==> src/rtl/fetch_unit.sv <==
// Instruction fetch stage. It keeps at most one memory request in flight and
// parks each returned word in a one-entry buffer ahead of the F/D register.
module fetch_unit #(
  parameter logic [31:0] RESET_PC  = 32'h0000_0000,
  parameter logic [31:0] NOP_INSTR = 32'h0000_0013
) (
  input  logic        clk_i,
  input  logic        rstn_i,
  input  logic        pc_en_i,
  input  logic        stall_i,
  input  logic        flush_i,
  input  logic [31:0] branch_target_i,
  output logic        imem_req_o,
  output logic [31:0] imem_addr_o,
  input  logic        imem_rvalid_i,
  input  logic [31:0] imem_rdata_i,
  output logic [31:0] instr_d_o,
  output logic [31:0] pc_d_o,
  output logic        valid_d_o,
  output logic [6:0]  opF_o
);

  typedef enum logic {S_IDLE, S_WAIT} state_t;

  state_t      state;
  logic [31:0] pc;
  logic [31:0] req_pc;
  logic        kill;
  logic        fbuf_valid;
  logic [31:0] fbuf_instr;
  logic [31:0] fbuf_pc;
  logic        drain;
  logic        issue;

  // A new fetch may start only if its word is certain to find room in the buffer.
  assign drain = !flush_i && !stall_i;
  assign issue = (state == S_IDLE) && pc_en_i && !flush_i && (!fbuf_valid || drain);

  assign imem_req_o  = issue && rstn_i;
  assign imem_addr_o = pc;
  assign opF_o       = fbuf_valid ? fbuf_instr[6:0] : 7'b0010011;

  always_ff @(posedge clk_i or negedge rstn_i) begin
    if (!rstn_i) begin
      state      <= S_IDLE;
      pc         <= RESET_PC;
      req_pc     <= RESET_PC;
      kill       <= 1'b0;
      fbuf_valid <= 1'b0;
      fbuf_instr <= NOP_INSTR;
      fbuf_pc    <= 32'h0;
      instr_d_o  <= NOP_INSTR;
      pc_d_o     <= 32'h0;
      valid_d_o  <= 1'b0;
    end else if (flush_i) begin
      pc         <= {branch_target_i[31:2], 2'b00};
      fbuf_valid <= 1'b0;
      instr_d_o  <= NOP_INSTR;
      valid_d_o  <= 1'b0;
      // A response still in flight belongs to the squashed path and must be dropped.
      if (state == S_WAIT) begin
        if (imem_rvalid_i) begin
          state <= S_IDLE;
          kill  <= 1'b0;
        end else begin
          kill  <= 1'b1;
        end
      end
    end else begin
      if (!stall_i) begin
        fbuf_valid <= 1'b0;
        if (fbuf_valid) begin
          instr_d_o <= fbuf_instr;
          pc_d_o    <= fbuf_pc;
          valid_d_o <= 1'b1;
        end else begin
          instr_d_o <= NOP_INSTR;
          valid_d_o <= 1'b0;
        end
      end
      if (issue) begin
        req_pc <= pc;
        pc     <= pc + 32'd4;
        state  <= S_WAIT;
      end
      if ((state == S_WAIT) && imem_rvalid_i) begin
        state <= S_IDLE;
        kill  <= 1'b0;
        if (!kill) begin
          fbuf_valid <= 1'b1;
          fbuf_instr <= imem_rdata_i;
          fbuf_pc    <= req_pc;
        end
      end
    end
  end

endmodule

==> config.mk <==
export PLATFORM = sky130hd
export DESIGN_NAME = fetch_unit
export DESIGN_NICKNAME = d
export VERILOG_FILES = /design/src/rtl/fetch_unit.sv
export SDC_FILE = /design/constraint.sdc
export NUM_CORES = 1
export LEC_CHECK = 0
export ABC_AREA = 0
export CAP_MARGIN = 10
export CORE_ASPECT_RATIO = 1.5
export CORE_MARGIN = 8
export CORE_UTILIZATION = 25
export DETAILED_ROUTE_END_ITERATION = 7
export GPL_TIMING_DRIVEN = 1
export SLEW_MARGIN = 20
export SYNTH_ARGS = -nofsm -noshare
export SYNTH_HDL_FRONTEND = slang
export SYNTH_SLANG_ARGS = --single-unit
==> constraint.sdc <==
create_clock -name clk_i -period 2.1 [get_ports clk_i]
set_input_delay 0.525 -clock clk_i [delete_from_list [all_inputs] [get_ports clk_i]]
set_output_delay 0.525 -clock clk_i [all_outputs]
set_load 0.01 [all_outputs]
# ---- Word-level counts from Yosys, hierarchy flattened
# Cells that the tools add are included.
dict set report word_totals {
  register_bits 196
}
dict set report op_classes {
  n_bitwise 4
  add_sub_neg 1
  n_reduce_logical 17
  n_mux 21
  n_eq_ne 2
}
# cell count
set ops {}
lappend ops {{32-bit 2-to-1 mux} 5}
lappend ops {{32-bit by 3-bit adder with 32-bit output, second input constant} 1}
lappend ops {{1-bit 2-to-1 mux} 15}
lappend ops {{7-bit 2-to-1 mux} 1}
lappend ops {{1-bit logical AND} 6}
lappend ops {{3-bit AND reduction} 2}
lappend ops {{2-bit by 1-bit inequality test with 1-bit output, second input constant} 2}
lappend ops {{1-bit inverter} 4}
lappend ops {{2-bit AND reduction} 2}
lappend ops {{2-bit nonzero test} 2}
lappend ops {{1-bit zero test} 3}
lappend ops {{3-bit nonzero test} 1}
lappend ops {{1-bit logical OR} 1}

# ---- Depth between registers and ports, before layout
# Gate-level depths: netlist (run 1).
dict set report logic_depth {
  ltp_word 7
  ltp_mapped 8
}

# ---- Worst setup path after synthesis (run 1)
# No wires, ideal clock.
dict set report synth_timing {
  kind {input-to-output}
  start {input port flush_i}
  end {output port imem_req_o}
  t_required_ns 1.575
  setup_slack_ns 0.012
  path_buffers 3
  t_arrival_ns 1.563
  path_stages 5
  path_cell_list {clkbuf_1 > a211oi_2 > buf_2 > buf_2 > and2_1}
}
dict set report synth_via {
  elab_chain_len 5
  word_cells_on_any_way 6
  cone_classes {reduce/logical (6)}
}
# element line
set synth_lines {}
lappend synth_lines {{from (decl)} 11} ;# input logic flush_i,
lappend synth_lines {{1-bit zero test (*)} {36, 37}}
lappend synth_lines {{1-bit logical AND} 36} ;# assign drain = !flush_i && !stall_i;
lappend synth_lines {{1-bit logical OR} 37} ;# assign issue = (state == S_IDLE) && pc_en_i && !flush_i && (!fbuf_valid || drain);
lappend synth_lines {{1-bit logical AND (*)} 37}
lappend synth_lines {{1-bit logical AND (*)} 39} ;# assign imem_req_o = issue && rstn_i;
lappend synth_lines {{to (decl)} 13} ;# output logic imem_req_o,
# Mark *: on every way between the ends. The rest lies on a longest branch, timed or not.

# ---- Final worst setup path (run 1)
dict set report layout_timing {
  start {register state}
  end {output port imem_req_o}
}
dict set report layout_via {
  elab_chain_len 5
}
# element line
set layout_lines {}
lappend layout_lines {{from (decl)} 25} ;# state_t state;
lappend layout_lines {{from (signal assigned)} 45} ;# state <= S_IDLE;
lappend layout_lines {{from (signal assigned)} 63} ;# state <= S_IDLE;
lappend layout_lines {{from (signal assigned)} 84} ;# state <= S_WAIT;
lappend layout_lines {{1-bit inverter} 37}
lappend layout_lines {{1-bit logical AND (3 in a row)} 37}
lappend layout_lines {{1-bit logical AND} 39}
# Every way passes these cells.

==> impl_table.tex, run 1 <==
\begin{tabular}{lr}
\hline
Metric & Value \\
\hline
\multicolumn{2}{l}{\textbf{Outcome}} \\
\quad Status & finished with violations \\
\quad Failing checks & setup timing \\
\multicolumn{2}{l}{\textbf{Yosys}} \\
\quad Cells after synthesis & 693 \\
\quad Primary FF master, synth & sky130\_fd\_sc\_hd\_\_dfrtp\_1 \\
\quad Biggest area contributors in the synthesized netlist & sky130\_fd\_sc\_hd\_\_dfrtp\_1 (59\%), sky130\_fd\_sc\_hd\_\_nand2\_1 (10\%), sky130\_fd\_sc\_hd\_\_mux2\_2 (9.1\%), sky130\_fd\_sc\_hd\_\_a22o\_1 (3.3\%), sky130\_fd\_sc\_hd\_\_dfstp\_2 (2.0\%) \\
\quad Post-synthesis average cell area & 11.11 um\^{}2 \\
\quad Synth cell count leaders & sky130\_fd\_sc\_hd\_\_nand2\_1 (213), sky130\_fd\_sc\_hd\_\_dfrtp\_1 (182), sky130\_fd\_sc\_hd\_\_mux2\_2 (62) \\
\quad Total of warnings raised by yosys & 0 \\
\quad Count of state elements after synthesis & 188 \\
\quad Most area-hungry cell type in the Yosys netlist & sky130\_fd\_sc\_hd\_\_dfrtp\_1 \\
\quad Async SR Flop Fraction & 1.000 \\
\quad Most frequent cell after synthesis & sky130\_fd\_sc\_hd\_\_nand2\_1 \\
\quad Yosys top cell area share & 0.5918 \\
\quad Proportion of synthesized chip area in sequential cells & 0.6123 \\
\quad Unique cell type count in the Yosys netlist & 43 \\
\quad Area of the mapped netlist & 7696 um\^{}2 \\
\quad Number of enable-type register cells in the synthesized netlist & 0 \\
\multicolumn{2}{l}{\textbf{Worst setup path}} \\
\quad Critical-path cell list & nand2b\_4 > a211oi\_4 > and2\_4 > buf\_6 \\
\quad Crit path arrival time & about 1600 ps \\
\quad Type of origin of the critical path & flop \\
\quad Required time worst endpoint & roughly 1600 ps \\
\quad Class of the most critical setup path & reg -> out \\
\quad Maximum fanout count along the critical path & 2 \\
\quad Cell family with most CP delay & flip-flops \\
\quad Reg2reg setup slack & about 120 ps \\
\quad Largest stage delay on the critical path & 410 ps \\
\quad Cell at the slowest stage of the critical path & sky130\_fd\_sc\_hd\_\_dfrtp\_1 \\
\quad Crit path capture type & output pin \\
\quad Crit path buf inv count & 1 \\
\multicolumn{2}{l}{\textbf{Hold path}} \\
\quad Tightest Hold Check Type & in -> async \\
\multicolumn{2}{l}{\textbf{Floorplan}} \\
\quad Std-Cell Core Area & 30250 um\^{}2 \\
\quad Starting density of the core & 0.2544 \\
\quad Standard-cell rows & around 80 \\
\quad Die boundary width & 159.3 um \\
\quad Full die area & between 30000 and 40000 um\^{}2 \\
\quad Top-level I/O count & between 150 and 200 \\
\quad Die Y-Extent & roughly 230 um \\
\multicolumn{2}{l}{\textbf{Final layout}} \\
\quad FF+latch area & approximately 4700 um\^{}2 \\
\quad Layout Area Growth over Synthesis & 42.09\% \\
\quad Number of antenna cells inserted & 0 \\
\quad Post-layout utilization of the core & 0.3615 \\
\quad Non-Filler Cell Area, Final & 10940 um\^{}2 \\
\quad Multi-input logic area & 2841 um\^{}2 \\
\quad Layout fillers & 3029 \\
\quad Proportion of layout cells with a drive suffix above 1 & 0.1943 \\
\quad NumNets Final & 969 \\
\multicolumn{2}{l}{\textbf{Timing}} \\
\quad Setup slack of the critical path after layout & -25.10 ps \\
\quad Minimum clock period after layout & 2125 ps \\
\quad Period Utilization, post-route & 1.012 \\
\quad Setup violations, final & 1 \\
\quad RSZ-0062 raised after global routing & true \\
\quad Slew headroom & 0.4446 \\
\quad Final worst clock skew & roughly 9.2 ps \\
\quad Number of hold violations in the final report & 0 \\
\quad Transition time at the pin with the least slew margin & 833.1 ps \\
\quad Max-slew violation count & 0 \\
\quad Highest attainable clock frequency & about 470 MHz \\
\multicolumn{2}{l}{\textbf{Place}} \\
\quad Post-Place Cell Area & between 10000 and 15000 um\^{}2 \\
\quad Gp weighted congestion & 0.7744 \\
\quad Final HPWL from detailed placement & 15410 um \\
\quad Dpl ws & -637.2 ps \\
\quad I/O Buffers & 168 \\
\multicolumn{2}{l}{\textbf{Global routing}} \\
\quad Overall global routing resource usage & 0.1189 \\
\quad Via count of the first global-routing pass & 5968 \\
\quad Pin count of the biggest net entering global routing & between 150 and 200 \\
\quad Number of antenna violations at the first check in global routing & 0 \\
\quad Leftover overflow at the end of global routing & 0 \\
\quad Wire length of the first global-routing pass & 34560 um \\
\multicolumn{2}{l}{\textbf{Power and ir drop}} \\
\quad LEAKAGE & 4.988 nW \\
\quad Total power after layout & 0.01039 W \\
\quad PD cells & between 900 and 1000 nW/um\^{}2 \\
\quad Peak supply drop & about 0.43 mV \\
\multicolumn{2}{l}{\textbf{Clocking}} \\
\quad Clock buffers created by TritonCTS & 17 \\
\quad Number of hold buffers added after cts & 0 \\
\quad Number of clock sinks & 188 \\
\quad Insertion delay of the later-clocked pin in the worst-skew pair & 440 ps \\
\quad CTS clock-pin slew for the worst setup and hold paths & around 70 ps \\
\quad Clock Path Buffers & 2 \\
\quad Deepest level of the CTS H-tree & 4 \\
\quad Clock tree from TritonCTS & built \\
\quad Root buf cell & sky130\_fd\_sc\_hd\_\_clkbuf\_16 \\
\multicolumn{2}{l}{\textbf{Routing}} \\
\quad 1st-iter DRT viols & 272 \\
\quad Via total after detailed routing & 5779 \\
\quad Residual antenna-violating net count after detailed routing & 0 \\
\quad Total routed wirelength & 21440 um \\
\quad Routed via count divided by cell count & approximately 4.4 \\
\quad Number of remaining DRC errors & 0 \\
\quad Routed wirelength normalized by instance count & 16.35 um \\
\quad Number of search-and-repair iterations in the first detailed-routing pass & 4 \\
\multicolumn{2}{l}{\textbf{Run}} \\
\quad Maximum Capacitance Violations & 0 \\
\hline
\end{tabular}
-- per-layer routing --
metal,track usage,up-vias,part of all wire,routed length (um)
met3,0.03545,16,0.051,1095
met2,0.1967,144,0.50,10660
li1,-,2796,-,-
met4,0.04406,0,0.016,337
met1,0.1442,2823,0.44,9340
met5,0,-,0,0
-- repair_timing --
item | 4_1_cts | 5_1_grt
resized for setup | 25 | 17
endpoints found under the setup margin | 15 | 17
pin swaps | 3 | 5
buffers inserted | 5 | 8
cloned | 0 | 1
-- sequential cells by signal, summed over array words and instances, names as in the netlist --
register and cells:
pc_d_o 30, valid_d_o 1, instr_d_o 32, fbuf_instr 32, kill 1, imem_addr_o 30, fbuf_pc 30, req_pc 30
state 1, fbuf_valid 1
-- cells in the final DEF (no fill, tap or decap), drive strengths merged, types with 2 or more instances in the layout --
cell type	n
nor2b	11
o21ai	20
nand4	13
dlymetal6s2s	5
clkdlybuf4s50	149
nand2	213
or3	6
a22o	29
o311ai	5
nand2b	7
a21oi	5
dfrtp	182
and2	12
nor3	4
clkinv	6
inv	8
dlygate4sd2	10
clkbuf	20
conb	4
o22a	3
a22oi	4
nand3	18
nor2	8
mux2	62
and4	3
o211ai	7
nand3b	4
a31oi	2
nor4	3
a21o	3
a221o	8
and3	2
dfstp	6
buf	59
-- cell type report --
cell class	instances	area share
Sequential cell	188	0.4313
Multi-Input combinational cell	464	0.2598
Timing Repair Buffer	226	0.2076
Tap cell	400	0.04577
Clock buffer	17	0.03890
Clock inverter	15	0.01625
Inverter	1	0.0003432
-- power by group --
part	total [W]	internal, W	switching (W)
Combinational	0.00210	0.00121	0.000888
Clock	0.00327	0.00171	0.00156
Sequential	0.00502	0.00453	0.000496
-- path summary, 6_finish.rpt --
path / to / from / cells past startpoint
worst max-delay path: imem_req_o / state / 4
worst min-delay path: req_pc[25] / rstn_i / 2
worst max register to register: imem_addr_o[30] / state / 7
worst min register to register: pc_d_o[19] / fbuf_pc[19] / 2
max in group asynchronous: imem_addr_o[5] / rstn_i / 2
min in group clk_i: pc_d_o[19] / fbuf_pc[19] / 2
-- stage by stage --
| stage | hold slack, ps | TNS (ps) | cells |
|---|---|---|---|
| finish | 183.7 | -25.10 | 1311 |
| global route | 194.4 | -158.2 | 1311 |
| detailed placement | 455.6 | -15430 | 1267 |
| floorplan | 229.4 | 0 | 696 |
| global placement | 449.3 | -14780 | 1267 |
| CTS | 165.0 | -58.48 | 1304 |
-- kinds of logic (layout without fill, tap and decap cells) --
kind of cell,after synthesis,in the layout,share of synthesized area
xor gates and xnor gates,2,2,0.002276
buffers and inverters,44,259,0.02487
and+or+nand+nor,305,305,0.1785
adders and majority gates,1,1,0.001625
muxes,63,63,0.09202
other,1,4,0.0004873
AOI/OAI and AO/OA,89,89,0.08795
DFF,188,188,0.6123
No activity file was read; power rests on OpenSTA's default activity.
==> run 2, diff against run 1 <==
Settings changed: PLACE_DENSITY from default to 0.44, SKIP_CTS_REPAIR_TIMING from default to 1.
==> impl_table.tex, run 2 (synthesis gave the netlist of run 1 again) <==
\begin{tabular}{lr}
\hline
Metric & Value \\
\hline
\multicolumn{2}{l}{\textbf{Final layout}} \\
\quad Largest regs & fbuf\_instr: 32 flops, instr\_d\_o: 32 flops \\
\quad Layout Area Growth over Synthesis & 42.63\% \\
\quad Multi-input logic area & 2833 um\^{}2 (-0.31\%) \\
\quad NumNets Final & 973 (+0.41\%) \\
\quad Commonest cells after routing, fill and taps aside & sky130\_fd\_sc\_hd\_\_nand2\_1 (213), sky130\_fd\_sc\_hd\_\_dfrtp\_1 (179), sky130\_fd\_sc\_hd\_\_clkdlybuf4s50\_1 (149), sky130\_fd\_sc\_hd\_\_mux2\_2 (62), sky130\_fd\_sc\_hd\_\_buf\_4 (49) \\
\quad Leading cell type in the layout, fill and taps excluded & sky130\_fd\_sc\_hd\_\_nand2\_1 \\
\quad Number of antenna cells inserted & 0 (unchanged) \\
\quad Layout fillers & 3101 (+2.4\%) \\
\quad FF+latch area & 4716 um\^{}2 (about the same) \\
\quad Proportion of layout cells with a drive suffix above 1 & 0.1908 (-0.003503) \\
\multicolumn{2}{l}{\textbf{Timing}} \\
\quad Transition time at the pin with the least slew margin & 682.2 ps (-150.9 ps) \\
\quad Minimum clock period after layout & 2276 ps (+150.5 ps) \\
\quad Highest attainable clock frequency & 439.4 MHz (-6.6\%) \\
\quad Period Utilization, post-route & 1.084 (+0.07169) \\
\quad Number of hold violations in the final report & 0 (unchanged) \\
\quad Accumulated negative setup slack & -175.6 ps (-150.5 ps) \\
\quad Setup violations, final & 1 (unchanged) \\
\quad Min Hold Slack & 218.9 ps (+35.21 ps) \\
\quad Setup slack of the critical path after layout & -175.6 ps (-150.5 ps) \\
\quad RSZ-0062 raised after global routing & true \\
\quad Final worst clock skew & 8.406 ps (-0.7929 ps) \\
\quad Max-slew violation count & 0 (unchanged) \\
\quad Slew headroom & 0.5452 (+0.1006) \\
\multicolumn{2}{l}{\textbf{Worst setup path}} \\
\quad Critical register-to-register path endpoint & imem\_addr\_o[30] \\
\quad Startpoint of the lowest-slack register-to-register path & state \\
\quad Class of the most critical setup path & in -> out \\
\quad Type of origin of the critical path & primary input \\
\quad Worst r2r path cells & 7 (unchanged) \\
\quad Required time worst endpoint & 1570 ps (about the same) \\
\quad Maximum fanout count along the critical path & 2 (unchanged) \\
\quad Reg2reg setup slack & 140 ps (+20 ps) \\
\quad Crit path arrival time & 1750 ps (+150 ps) \\
\quad Crit path capture type & output pin \\
\multicolumn{2}{l}{\textbf{Floorplan}} \\
\quad Die boundary width & 159.3 um (unchanged) \\
\quad Die Y-Extent & 230.9 um (unchanged) \\
\quad Top-level I/O count & 175 (unchanged) \\
\quad Full die area & 36770 um\^{}2 (unchanged) \\
\quad Starting density of the core & 0.2544 (unchanged) \\
\quad Std-Cell Core Area & 30250 um\^{}2 (unchanged) \\
\quad Standard-cell rows & 78 (unchanged) \\
\multicolumn{2}{l}{\textbf{Clocking}} \\
\quad CTS clock-pin slew for the worst setup and hold paths & 70 ps (about the same) \\
\quad Number of clock sinks & 188 (unchanged) \\
\quad Insertion delay of the later-clocked pin in the worst-skew pair & 440 ps (about the same) \\
\quad Deepest level of the CTS H-tree & 4 (unchanged) \\
\quad Clock Path Buffers & 2 (unchanged) \\
\quad Clock tree from TritonCTS & built \\
\quad Root buf cell & sky130\_fd\_sc\_hd\_\_clkbuf\_16 \\
\quad Clock buffers created by TritonCTS & 17 (unchanged) \\
\multicolumn{2}{l}{\textbf{Routing}} \\
\quad Routed via count divided by cell count & 4.431 (+0.51\%) \\
\quad Residual antenna-violating net count after detailed routing & 0 (unchanged) \\
\quad Number of remaining DRC errors & 0 (unchanged) \\
\quad Number of search-and-repair iterations in the first detailed-routing pass & 4 (unchanged) \\
\quad Routed wirelength normalized by instance count & 17.08 um (+4.5\%) \\
\quad Total routed wirelength & 22410 um (+4.6\%) \\
\quad 1st-iter DRT viols & 230 (-15\%) \\
\quad Via total after detailed routing & 5813 (+0.59\%) \\
\multicolumn{2}{l}{\textbf{Hold path}} \\
\quad Tightest Hold Check Type & in -> async \\
\multicolumn{2}{l}{\textbf{Outcome}} \\
\quad Status & finished with violations \\
\quad Failing checks & setup timing \\
\multicolumn{2}{l}{\textbf{Place}} \\
\quad Gp weighted congestion & 0.7673 (-0.92\%) \\
\quad Final HPWL from detailed placement & 16080 um (+4.3\%) \\
\quad I/O Buffers & 168 (unchanged) \\
\multicolumn{2}{l}{\textbf{Global routing}} \\
\quad Leftover overflow at the end of global routing & 0 (unchanged) \\
\quad Pin count of the biggest net entering global routing & 119 (-23\%) \\
\quad Overall global routing resource usage & 0.1266 (+0.007761) \\
\quad Number of antenna violations at the first check in global routing & 0 (unchanged) \\
\quad Via count of the first global-routing pass & 6071 (+1.7\%) \\
\quad Wire length of the first global-routing pass & 36430 um (+5.4\%) \\
\multicolumn{2}{l}{\textbf{Run}} \\
\quad Maximum Capacitance Violations & 0 (unchanged) \\
\multicolumn{2}{l}{\textbf{Power and ir drop}} \\
\quad Peak supply drop & 0.4750 mV (+10\%) \\
\quad PD cells & 959.2 nW/um\^{}2 (+0.92\%) \\
\quad LEAKAGE & 5.083 nW (+1.9\%) \\
\hline
\end{tabular}
run 2: cell types whose count changed in the layout (fill, tap and decap cells not counted), moves of 2 or more:
| cell | delta |
|---|---|
| sky130_fd_sc_hd__clkinv_8 | -2 |
| sky130_fd_sc_hd__buf_6 | -2 |
| sky130_fd_sc_hd__o21ai_1 | -2 |
| sky130_fd_sc_hd__clkinv_4 | -2 |
| sky130_fd_sc_hd__dlygate4sd2_1 | -10 |
| sky130_fd_sc_hd__o21ai_0 | +2 |
| sky130_fd_sc_hd__bufinv_16 | +3 |
| sky130_fd_sc_hd__inv_8 | -6 |
| sky130_fd_sc_hd__buf_4 | +5 |
| sky130_fd_sc_hd__dlymetal6s2s_1 | +11 |
run 2: power breakdown:
| group | internal (W) | switching (W) | total, W |
|---|---|---|---|
| Sequential | 0.00453 | 0.000493 | 0.00503 |
| Clock | 0.00201 | 0.00140 | 0.00341 |
| Combinational | 0.00121 | 0.000885 | 0.00209 |
run 2: worst max-delay path by stage:
stage,from,to
after floorplan,flush_i,imem_req_o
final,pc_en_i,imem_req_o
after CTS,pc_en_i,imem_req_o
after global placement,pc_en_i,imem_req_o
after global routing,pc_en_i,imem_req_o
after detailed placement,pc_en_i,imem_req_o
run 2: critical path, cell delays in order:
cell and delay, ps:
sky130_fd_sc_hd__clkdlybuf4s50_1 490, sky130_fd_sc_hd__nand2b_1 110, sky130_fd_sc_hd__a211oi_4 270, sky130_fd_sc_hd__and2_1 210, sky130_fd_sc_hd__clkbuf_2 140
run 2: layer usage:
| metal | GRT usage | vias up | wire length, um |
|---|---|---|---|
| met2 | 0.2089 | 151 | 10970 |
| met4 | 0.05145 | 0 | 526 |
| met1 | 0.1553 | 2838 | 9926 |
| li1 | - | 2801 | - |
| met3 | 0.03313 | 23 | 988 |
| met5 | 0 | - | 0 |
run 2: cell type report:
type                       instances  share of cell area
clock buffer                      19             0.04035
clock inverter                    10             0.01516
inverter                           1           0.0003420
multi-input combinational        464              0.2581
sequential                       188              0.4296
tap                              400             0.04559
timing repair buffer             230              0.2109
run 2: stage by stage:
stage	utilization	cell area, um^2	total power [W]	cells	setup WS [ps]
CTS	0.3590	10860	0.01074	1306	-615.0
finish	0.3628	10980	0.01053	1312	-175.6
global route	0.3628	10980	0.01118	1312	-199.0
floorplan	-	7707	0.006048	696	12.17
detailed placement	0.3388	10250	0.007241	1277	-594.9
global placement	0.3388	10250	0.007188	1277	-637.2
